==> src/rtl/fifo_write_arbiter.sv <==
// fifo_write_arbiter: round-robin arbiter that shares one FIFO write port
// among C_NUM_SRC valid/ready producers. A winner may hold the port for up to
// C_MAX_BURST beats. Selection is combinational, so the data path has zero
// latency, and a lock register pins the grant across stalls and bursts.
module fifo_write_arbiter #(
  parameter int C_DATA_WIDTH = 64,
  parameter int C_NUM_SRC    = 4,
  parameter int C_MAX_BURST  = 4
) (
  input  logic                                clk,
  input  logic                                resetn,
  input  logic [C_NUM_SRC-1:0]                s_valid,
  output logic [C_NUM_SRC-1:0]                s_ready,
  input  logic [C_NUM_SRC*C_DATA_WIDTH-1:0]   s_data,
  output logic                                m_valid,
  input  logic                                m_ready,
  output logic [C_DATA_WIDTH-1:0]             m_data,
  output logic [$clog2(C_NUM_SRC)-1:0]        m_src,
  output logic                                busy
);

  localparam int SW = $clog2(C_NUM_SRC);
  localparam int BW = $clog2(C_MAX_BURST + 1);

  typedef enum logic {
    UNLOCKED = 1'b0,
    LOCKED   = 1'b1
  } lock_t;

  lock_t         lock_q;
  logic [SW-1:0] owner_q;
  logic [SW-1:0] last_q;
  logic [BW-1:0] beat_q;

  logic [SW-1:0] scan_sel;
  logic [SW-1:0] sel;
  logic          sel_valid;
  logic          owner_valid;
  logic          xfer;
  logic [BW:0]   beat_inc;
  logic          burst_end;

  // Round-robin scan starting one past the last released source.
  always_comb begin
    int unsigned cand;
    logic        found;
    cand     = 0;
    found    = 1'b0;
    scan_sel = SW'((32'(last_q) + 1) % C_NUM_SRC);
    for (int unsigned i = 1; i <= C_NUM_SRC; i++) begin
      cand = (32'(last_q) + i) % C_NUM_SRC;
      if (!found && s_valid[SW'(cand)]) begin
        scan_sel = SW'(cand);
        found    = 1'b1;
      end
    end
  end

  // Locked grant wins over the scan; reset forces source 0 so outputs drop
  // without waiting for an edge.
  always_comb begin
    sel = '0;
    if (resetn) begin
      sel = (lock_q == LOCKED) ? owner_q : scan_sel;
    end
  end

  // Output mux and per-source handshake decode.
  always_comb begin
    m_data      = '0;
    sel_valid   = 1'b0;
    owner_valid = 1'b0;
    for (int unsigned i = 0; i < C_NUM_SRC; i++) begin
      if (sel == SW'(i)) begin
        m_data    = s_data[i*C_DATA_WIDTH +: C_DATA_WIDTH];
        sel_valid = s_valid[i];
      end
      if (owner_q == SW'(i)) begin
        owner_valid = s_valid[i];
      end
    end
    m_valid = resetn & sel_valid;
    xfer    = m_valid & m_ready;
    s_ready = '0;
    for (int unsigned i = 0; i < C_NUM_SRC; i++) begin
      s_ready[i] = xfer && (sel == SW'(i));
    end
    m_src     = sel;
    busy      = (lock_q == LOCKED);
    beat_inc  = {1'b0, beat_q} + (BW+1)'(1);
    burst_end = (beat_inc == (BW+1)'(C_MAX_BURST));
  end

  // Grant lock, owner, round-robin pointer and burst beat counter.
  always_ff @(posedge clk or negedge resetn) begin
    if (!resetn) begin
      lock_q  <= UNLOCKED;
      owner_q <= '0;
      last_q  <= SW'(C_NUM_SRC - 1);
      beat_q  <= '0;
    end else if (xfer && burst_end) begin
      lock_q  <= UNLOCKED;
      beat_q  <= '0;
      last_q  <= sel;
    end else if (xfer) begin
      lock_q  <= LOCKED;
      owner_q <= sel;
      beat_q  <= beat_inc[BW-1:0];
    end else if (m_valid && !m_ready) begin
      lock_q  <= LOCKED;
      owner_q <= sel;
    end else if (lock_q == LOCKED && !owner_valid) begin
      lock_q  <= UNLOCKED;
      beat_q  <= '0;
      last_q  <= owner_q;
    end
  end

endmodule

==> config.mk <==
export PLATFORM = sky130hd
export DESIGN_NAME = fifo_write_arbiter
export DESIGN_NICKNAME = d
export VERILOG_FILES = /design/src/rtl/fifo_write_arbiter.sv
export SDC_FILE = /design/constraint.sdc
export NUM_CORES = 1
export LEC_CHECK = 0
export CAP_MARGIN = 20
export CORE_AREA = 5 5 127 129
export DETAILED_ROUTE_END_ITERATION = 12
export DIE_AREA = 0 0 132 134
export MAX_ROUTING_LAYER = met4
export SLEW_MARGIN = 40
export SYNTH_ARGS = -nofsm -noshare
export SYNTH_HDL_FRONTEND = slang
export SYNTH_SLANG_ARGS = --single-unit
==> constraint.sdc <==
create_clock -name clk -period 3 [get_ports clk]
set_clock_uncertainty 0.05 [all_clocks]
set_input_delay 0.3 -clock clk [delete_from_list [all_inputs] [get_ports clk]]
set_output_delay 0.3 -clock clk [all_outputs]
set_load 0.02 [all_outputs]
==> impl_metrics.toml, run 1 <==
[logic_synthesis]
yosysUniqueCellTypes = 49
synth-edff-count = 0
netlist_instances = 528
yosysSeqAreaShare = 0.0711
ys.flop_type = "dfrtp_1"
ys_ff_latch = 8
netlist_top_cells_count = "nand2_1, and3_1, a31oi_1"
async_flop_share = 1.00
yosysMostFrequentCell = "nand2_1"
synth_nets = 793
synth.area.top_cells = "nand2_1, and3_1, a31oi_1"
yosysTopAreaCell = "nand2_1"
yosys_warnings = 0
netlist_area_um2 = 2850
synth_top_area_frac = 0.349
syn_area_per_cell_um2 = 5.40

[detailed_routing]
drtIter0Drc = 186
vias_per_cell = 4.65
drcViolationCount = 0
wire_per_inst_um = 16.7
final_antenna_net_count = 0
vias = 5006
dr.pass1.iters = 4
routed_wl_um = 18000

[sta]
finalCritPeriodShare = 0.969
whs_ps = 387
worst_slew_pin_slew_ps = 676
finalCriticalPeriod_ps = 2910
setup_violations = 0
fin_tns_setup_ps = 0
fmax_mhz = 344
hold_violations = 0
slew_viol_final = 0
relSlewSlack = 0.545

[layout]
fin_area_um2 = 6710
antenna_cells = 0
nets = 1156
area_delta_synth_final_pct = 135
drive_gt1_frac = 0.188
final_cells = 1077

[setup_path]
startpoint = "s_valid[3]"
required_ps = 2650
critPathMaxStageDelay_ps = 450
critPathMaxFanout = 14
worst_setup_path_start_kind = "primary input"
crit_top_cell = "buf_4"
path_cells = "clkdlybuf4s50_1, or2_4, a221oi_2, o32ai_2, nand2_4, buf_4, clkbuf_16, nand2_1, and3_1, a31oi_1, buf_4"
worst_setup_path_end_kind = "primary output"
worstSetupPathType = "in2out"
r2r_start = "last_q[0]$_DFFE_PN1P_"
slowest_stage = "clkdlybuf4s50_1"
crit_arrival_ps = 2560

[die]
die_area_um2 = 17700
core_area_um2 = 14900
die_w_um = 132
die_height_um = 134
io_pins = 335
num_rows = 45
start_util = 0.191

[global_route]
overflow = 0
grt_pass1_vias = 4933
grt_pass1_wl_um = 26500
grt_max_degree = 33
grt_use_total = 0.185
grt_antenna_before_repair = 0

[clocking]
cts_buffers = 3
clockBufferDepth = 2
cts-root-buf = "clkbuf_16"
cts_tree = "yes"
cts.sinks = 8
cts_hold_buffers = 0
cts_htree_levels = 1
insertion_delay_ps = 230
clkTransAtPathRegs_ps = 40

[placed_design]
dp_hpwl_um = 14400
portBuffers = 334
place_area_um2 = 6810
gp_congestion = 0.970
dpl.cell_count = 1070

[worst_hold_path]
hp-class = "in2async"

[pwr]
switching_share = 0.522
power_mw = 5.19
p_int_mw = 2.48
powerDensity_nw_per_um2 = 774
leakage_nw = 3.12
pwr-share-seq = 0.046
ir_drop_mv = 0.377
combPwrFrac = 0.911
switchingPower_mw = 2.71
pwr-share-clk = 0.043

[outcome]
status = "complete, no violations"

[run]
max-cap-violations = 0
==> flip-flops by register name, indices dropped and copies added, names as in the netlist <==
signal   cells
last_q       2
owner_q      2
beat_q       3
busy         1
==> through the flow <==
step	utilization	setup slack, ps
finish	0.450	94.0
global route	0.450	-11.5
CTS	0.459	-85.6
detailed placement	0.456	-463
global placement	0.456	-449
floorplan	-	387
==> cell type report <==
type                       count  area [µm²]
inverter                       6        35.0
multi-input combinational    467        2410
timing repair buffer         405        3750
sequential                     8         203
clock buffer                   3        75.1
fill                        1559        8210
tap                          188         235
==> critical path, delay by kind of cell <==
kind / cells / cell delay (ps)
buf+inv: 4 / 940
simple gates: 4 / 720
compound gates: 3 / 590
==> placed cells by master (no fill, tap or decap), types with 5 or more instances in the layout <==
| cell | instances |
|---|---|
| clkdlybuf4s50_1 | 261 |
| nor2_1 | 12 |
| clkbuf_2 | 14 |
| buf_2 | 46 |
| nand2b_1 | 7 |
| nand2_1 | 264 |
| dfrtp_1 | 6 |
| buf_4 | 60 |
| buf_12 | 9 |
| a31oi_1 | 64 |
| buf_6 | 5 |
| and3_1 | 68 |
==> cell families after synthesis <==
family / synth area share
AO/OA/AOI/OAI: 0.226
adder cells (fa/ha/maj): 0.00877
buffers and inverters: 0.102
flip-flops: 0.0711
multiplexers: 0.0228
AND/OR/NAND/NOR: 0.570
==> power by group through the flow <==
stage / Sequential [mW] / Combinational [mW] / Clock, mW
after CTS: 0.233 / 4.86 / 0.230
after floorplan: 0.203 / 2.66 / 0
final: 0.237 / 4.73 / 0.225
after global routing: 0.245 / 5.11 / 0.237
after detailed placement: 0.234 / 5.09 / 0
after global placement: 0.232 / 5.11 / 0
==> worst paths after layout <==
kind	depth (start not counted)	slack (ps)	endpoint
worst min-delay path	2	390	beat_q[2]$_DFFE_PN0P_
worst min register to register	1	510	beat_q[0]$_DFFE_PN0P_
max in group asynchronous	2	2280	last_q[1]$_DFFE_PN1P_
worst max register to register	11	340	owner_q[0]$_DFFE_PN0P_
min in group clk	1	510	beat_q[0]$_DFFE_PN0P_
worst max-delay path	11	90	m_data[14]
==> timing repair <==
action	CTS	global route
setup buffers	1	2
cloned	0	1
pin swaps	1	4
resized for setup	255	96
setup endpoints to repair	70	69
==> routing by layer <==
metal | vias to the layer above | share of wire | GRT usage
met3 | 19 | 0.072 | 0.0285
li1 | 2523 | - | -
met5 | - | 0 | -
met2 | 240 | 0.49 | 0.327
met4 | 0 | 0.017 | 0.0343
met1 | 2224 | 0.42 | 0.225
No activity file was read; power rests on OpenSTA's default activity.
==> run 2: changes to the inputs <==
clock period = 3.3 ns   (was 3 ns; I/O delays follow)
==> run 2 against run 1 <==
Compared with the run above: combinational power down 11%; wire length down 2.0%; largest power group unchanged; register-to-register slack better by 280 ps; first-iteration DRC count up 22%.
==> impl_metrics.toml, run 2 (synthesized netlist as in run 1, its figures left out) <==
[outcome]
status = "complete, no violations"

[setup_path]
rrSetupSlack_ps = 620
critPathMaxFanout = 45
required_ps = 2920
crit_arrival_ps = 2810
worst_setup_path_end_kind = "primary output"
worstSetupPathType = "in2out"
worst_setup_path_start_kind = "primary input"

[layout]
mostFrequentLayoutCell = "clkdlybuf4s50_1"
largest_reg_flops = 3
nFillCells = 1581
multiInputGateArea_um2 = 2360
drive_gt1_frac = 0.104
area.sequential_um2 = 203
antenna_cells = 0
regMostFlops = "beat_q"
layout_common_cells = "clkdlybuf4s50_1, nand2_1, and3_1"
area_delta_synth_final_pct = 136
final_cells = 1065
reg.largest.list = "beat_q x3, last_q x2, owner_q x2"
nets = 1144

[pwr]
leakage_nw = 3.05
ir_drop_mv = 0.334
powerDensity_nw_per_um2 = 691

[die]
die_w_um = 132
io_pins = 335
core_area_um2 = 14900
die_height_um = 134
start_util = 0.191
num_rows = 45
die_area_um2 = 17700

[clocking]
insertion_delay_ps = 230
cts_hold_buffers = 0
clkTransAtPathRegs_ps = 40
cts_htree_levels = 1
cts.sinks = 8
cts_tree = "yes"
clockBufferDepth = 2
cts-root-buf = "clkbuf_16"
cts_buffers = 3

[global_route]
globalRouteMet2Util = 0.326
met3_usage = 0.0281
grt_pass1_vias = 4974
overflow = 0
grtUsageMet1 = 0.235
grt_use_total = 0.186
grt_max_degree = 46
grt_antenna_before_repair = 0
grt-busiest-layer = "met2"
grt_pass1_wl_um = 26500

[detailed_routing]
dr.pass1.iters = 6
final_antenna_net_count = 0
vias_per_cell = 4.65
drtIter0Drc = 227
drcViolationCount = 0
wire_per_inst_um = 16.5
vias = 4954
routed_wl_um = 17600

[sta]
slew_viol_final = 0
setup_slack_ps = 106
finalCriticalPeriod_ps = 3190
hold_violations = 0
whs_ps = 417
fmax_mhz = 313
finalCritPeriodShare = 0.968
setup_violations = 0
worst_slew_pin_slew_ps = 666
relSlewSlack = 0.551

[placed_design]
place_ws_ps = -260
gp_congestion = 0.953
dp_hpwl_um = 14400
portBuffers = 334
dpl.cell_count = 1061

[run]
max-cap-violations = 0

[worst_hold_path]
hp-class = "in2async"
==> run 2: changes by cell type in the layout (fill, tap and decap cells not counted), moves of 4 or more <==
cell             before  now
clkbuf_2             14   10
buf_4                60   47
buf_6                 5    0
clkdlybuf4s50_1     261  267
buf_2                46    0
dlygate4sd2_1         3   46
clkdlybuf4s15_1       0   11
==> run 2: worst paths after layout <==
path / to / from / cells after the start
max in group asynchronous: last_q[1]$_DFFE_PN1P_ / resetn / 2
worst min register to register: beat_q[0]$_DFFE_PN0P_ / beat_q[0]$_DFFE_PN0P_ / 1
worst max-delay path: m_data[31] / s_valid[2] / 11
worst max register to register: owner_q[0]$_DFFE_PN0P_ / last_q[1]$_DFFE_PN1P_ / 11
min in group clk: beat_q[0]$_DFFE_PN0P_ / beat_q[0]$_DFFE_PN0P_ / 1
worst min-delay path: beat_q[2]$_DFFE_PN0P_ / resetn / 2
==> run 2: layout make-up <==
type	count	area share
timing repair buffer	393	0.569
multi-input combinational	467	0.351
tap	188	0.0350
sequential	8	0.0301
clock buffer	3	0.0112
inverter	6	0.00372
==> run 2: critical path, cell delays in order <==
cell and delay [ps]:
clkdlybuf4s50_1 550, or2_4 170, a221oi_2 60, o32ai_2 380, nand2_4 130, inv_4 160
buf_12 230, nand2_1 70, and3_1 190, a31oi_1 140, dlygate4sd2_1 350
==> run 2: layer usage <==
metal / wire, µm / part of all wire
met1: 7510 / 0.43
met2: 8680 / 0.49
met3: 1250 / 0.071
met4: 162 / 0.0092
met5: 0 / 0
==> run 2: timing repair <==
action / in CTS / in global routing
setup endpoints to repair: 67 / 24
resized for setup: 67 / 41
pin swaps: 1 / 1
setup buffers: 0 / 1
==> run 2: power breakdown <==
part | internal (mW) | total [mW] | switching (mW)
Sequential | 0.152 | 0.221 | 0.0695
Clock | 0.156 | 0.204 | 0.0480
Combinational | 1.93 | 4.22 | 2.29
Total | 2.24 | 4.65 | 2.41
==> run 2: stage by stage <==
stage | cell area [µm²] | total power [mW] | utilization | setup TNS [ps]
floorplan | 2850 | 2.60 | - | 0
global placement | 6750 | 4.82 | 0.453 | -5540
detailed placement | 6750 | 4.82 | 0.453 | -9490
CTS | 6750 | 4.69 | 0.452 | 0
global route | 6730 | 5.02 | 0.451 | -17.8
finish | 6730 | 4.65 | 0.451 | 0
==> run 3: changes to the inputs <==
CTS_CLUSTER_SIZE = 30   (was not set)
PLACE_DENSITY = 0.62   (was not set)
==> run 3 against run 2 <==
Compared with the run above: die area unchanged; hold slack better by 9.9 ps; first-iteration DRC count decreased by 14%; non-clock buffer count is 2 higher; sequential power hardly changed; clock power hardly changed; critical path depth did not move; via count about the same; combinational power down 0.9%; utilization is essentially flat; maximum frequency up 1.8%; wire length decreased by 3.0%; critical path type unchanged; largest power group unchanged.
==> impl_metrics.toml, run 3 (synthesized netlist as in run 1, its figures left out) <==
[setup_path]
worst_setup_path_end_kind = "primary output"
required_ps = 2920
worstSetupPathType = "in2out"
critPathMaxFanout = 21
worst_setup_path_start_kind = "primary input"
crit_arrival_ps = 2760

[clocking]
insertion_delay_ps = 230
cts_buffers = 3
cts_htree_levels = 1
clockBufferDepth = 2
clkTransAtPathRegs_ps = 40
cts_tree = "yes"
cts_hold_buffers = 0
cts.sinks = 8
cts-root-buf = "clkbuf_16"

[placed_design]
portBuffers = 334
dp_hpwl_um = 14200
gp_congestion = 0.891

[detailed_routing]
wire_per_inst_um = 16.0
vias = 4951
vias_per_cell = 4.64
dr.pass1.iters = 6
drcViolationCount = 0
routed_wl_um = 17100
final_antenna_net_count = 0
drtIter0Drc = 196

[die]
core_area_um2 = 14900
die_height_um = 134
io_pins = 335
die_w_um = 132
start_util = 0.191
num_rows = 45
die_area_um2 = 17700

[sta]
relSlewSlack = 0.547
grt_setup_unrepaired = "no"
finalCritPeriodShare = 0.951
worst_slew_pin_slew_ps = 673
slew_viol_final = 0
fmax_mhz = 319
hold_violations = 0
whs_ps = 427
finalCriticalPeriod_ps = 3140
setup_violations = 0

[layout]
antenna_cells = 0
drive_gt1_frac = 0.0978
area_delta_synth_final_pct = 136
regMostFlops = "beat_q"
nFillCells = 1573
mostFrequentLayoutCell = "clkdlybuf4s50_1"
largest_reg_flops = 3
reg.largest.list = "beat_q x3, last_q x2, owner_q x2"
layout_common_cells = "clkdlybuf4s50_1, nand2_1, and3_1"
nets = 1146

[pwr]
power_mw = 4.60
powerDensity_nw_per_um2 = 684
ir_drop_mv = 0.279
leakage_nw = 3.08

[global_route]
grt_pass1_vias = 4913
grt_antenna_before_repair = 0
overflow = 0
grt_use_total = 0.182
grt_max_degree = 36
grt_pass1_wl_um = 25900

[run]
max-cap-violations = 0

[worst_hold_path]
hp-class = "in2async"

[outcome]
status = "complete, no violations"
==> run 3: area by class of cell <==
type	count	area (µm²)	share of cell area
clock buffers	3	75.1	0.0111
inverters	6	25.0	0.00372
multi-input cells	467	2360	0.351
flip-flops and latches	8	203	0.0301
well taps	188	235	0.0349
repair buffers	395	3830	0.569
==> run 3: final timing paths <==
check	from	endpoint	slack, ps	cells after the start
min in group clk	beat_q[0]$_DFFE_PN0P_	beat_q[0]$_DFFE_PN0P_	500	1
setup reg to reg	last_q[0]$_DFFE_PN1P_	owner_q[0]$_DFFE_PN0P_	770	9
hold reg to reg	beat_q[0]$_DFFE_PN0P_	beat_q[0]$_DFFE_PN0P_	500	1
setup / recovery	s_valid[2]	m_data[24]	160	11
max in group asynchronous	resetn	last_q[1]$_DFFE_PN1P_	2550	2
hold / removal	resetn	beat_q[0]$_DFFE_PN0P_	430	2
==> run 3: what timing repair did <==
item / 4_1_cts / 5_1_grt
resized for setup: 62 / 2
setup endpoints to repair: 62 / 2
buffers inserted: 0 / 0
endpoints found under the hold margin: 0 / 0
==> run 3: power breakdown <==
part	leakage [nW]	total (mW)	internal [mW]	switching, mW
Clock	0.0370	0.206	0.156	0.0494
Combinational	2.94	4.18	1.92	2.26
Sequential	0.0988	0.218	0.152	0.0667
Total	3.08	4.60	2.23	2.37
==> run 3: through the flow <==
step	std cells	cell area [µm²]	utilization	setup TNS, ps	worst slack (ps)
3_5_place_dp	1064	6730	0.451	-3550	-138
6_report	1067	6730	0.451	0	163
3_3_place_gp	1064	6730	0.451	-1540	-113
4_1_cts	1067	6730	0.451	0	1.95
2_1_floorplan	528	2850	-	0	657
5_1_grt	1067	6730	0.451	0	13.0
==> run 3: critical path: stages <==
cell and delay [ps]:
clkdlybuf4s50_1 460, or2_4 290, a221oi_2 260, o32ai_2 160, nand2_4 110, buf_4 180, buf_12 160, nand2_1 70
and3_1 180, a31oi_1 190, dlygate4sd2_1 360
==> run 3: per-layer routing <==
metal,vias to the layer above,global-route usage,routed length (µm)
li1,2500,-,-
met4,0,0.0337,256
met2,240,0.325,8550
met1,2192,0.216,7050
met3,19,0.0304,1210
met5,-,-,0
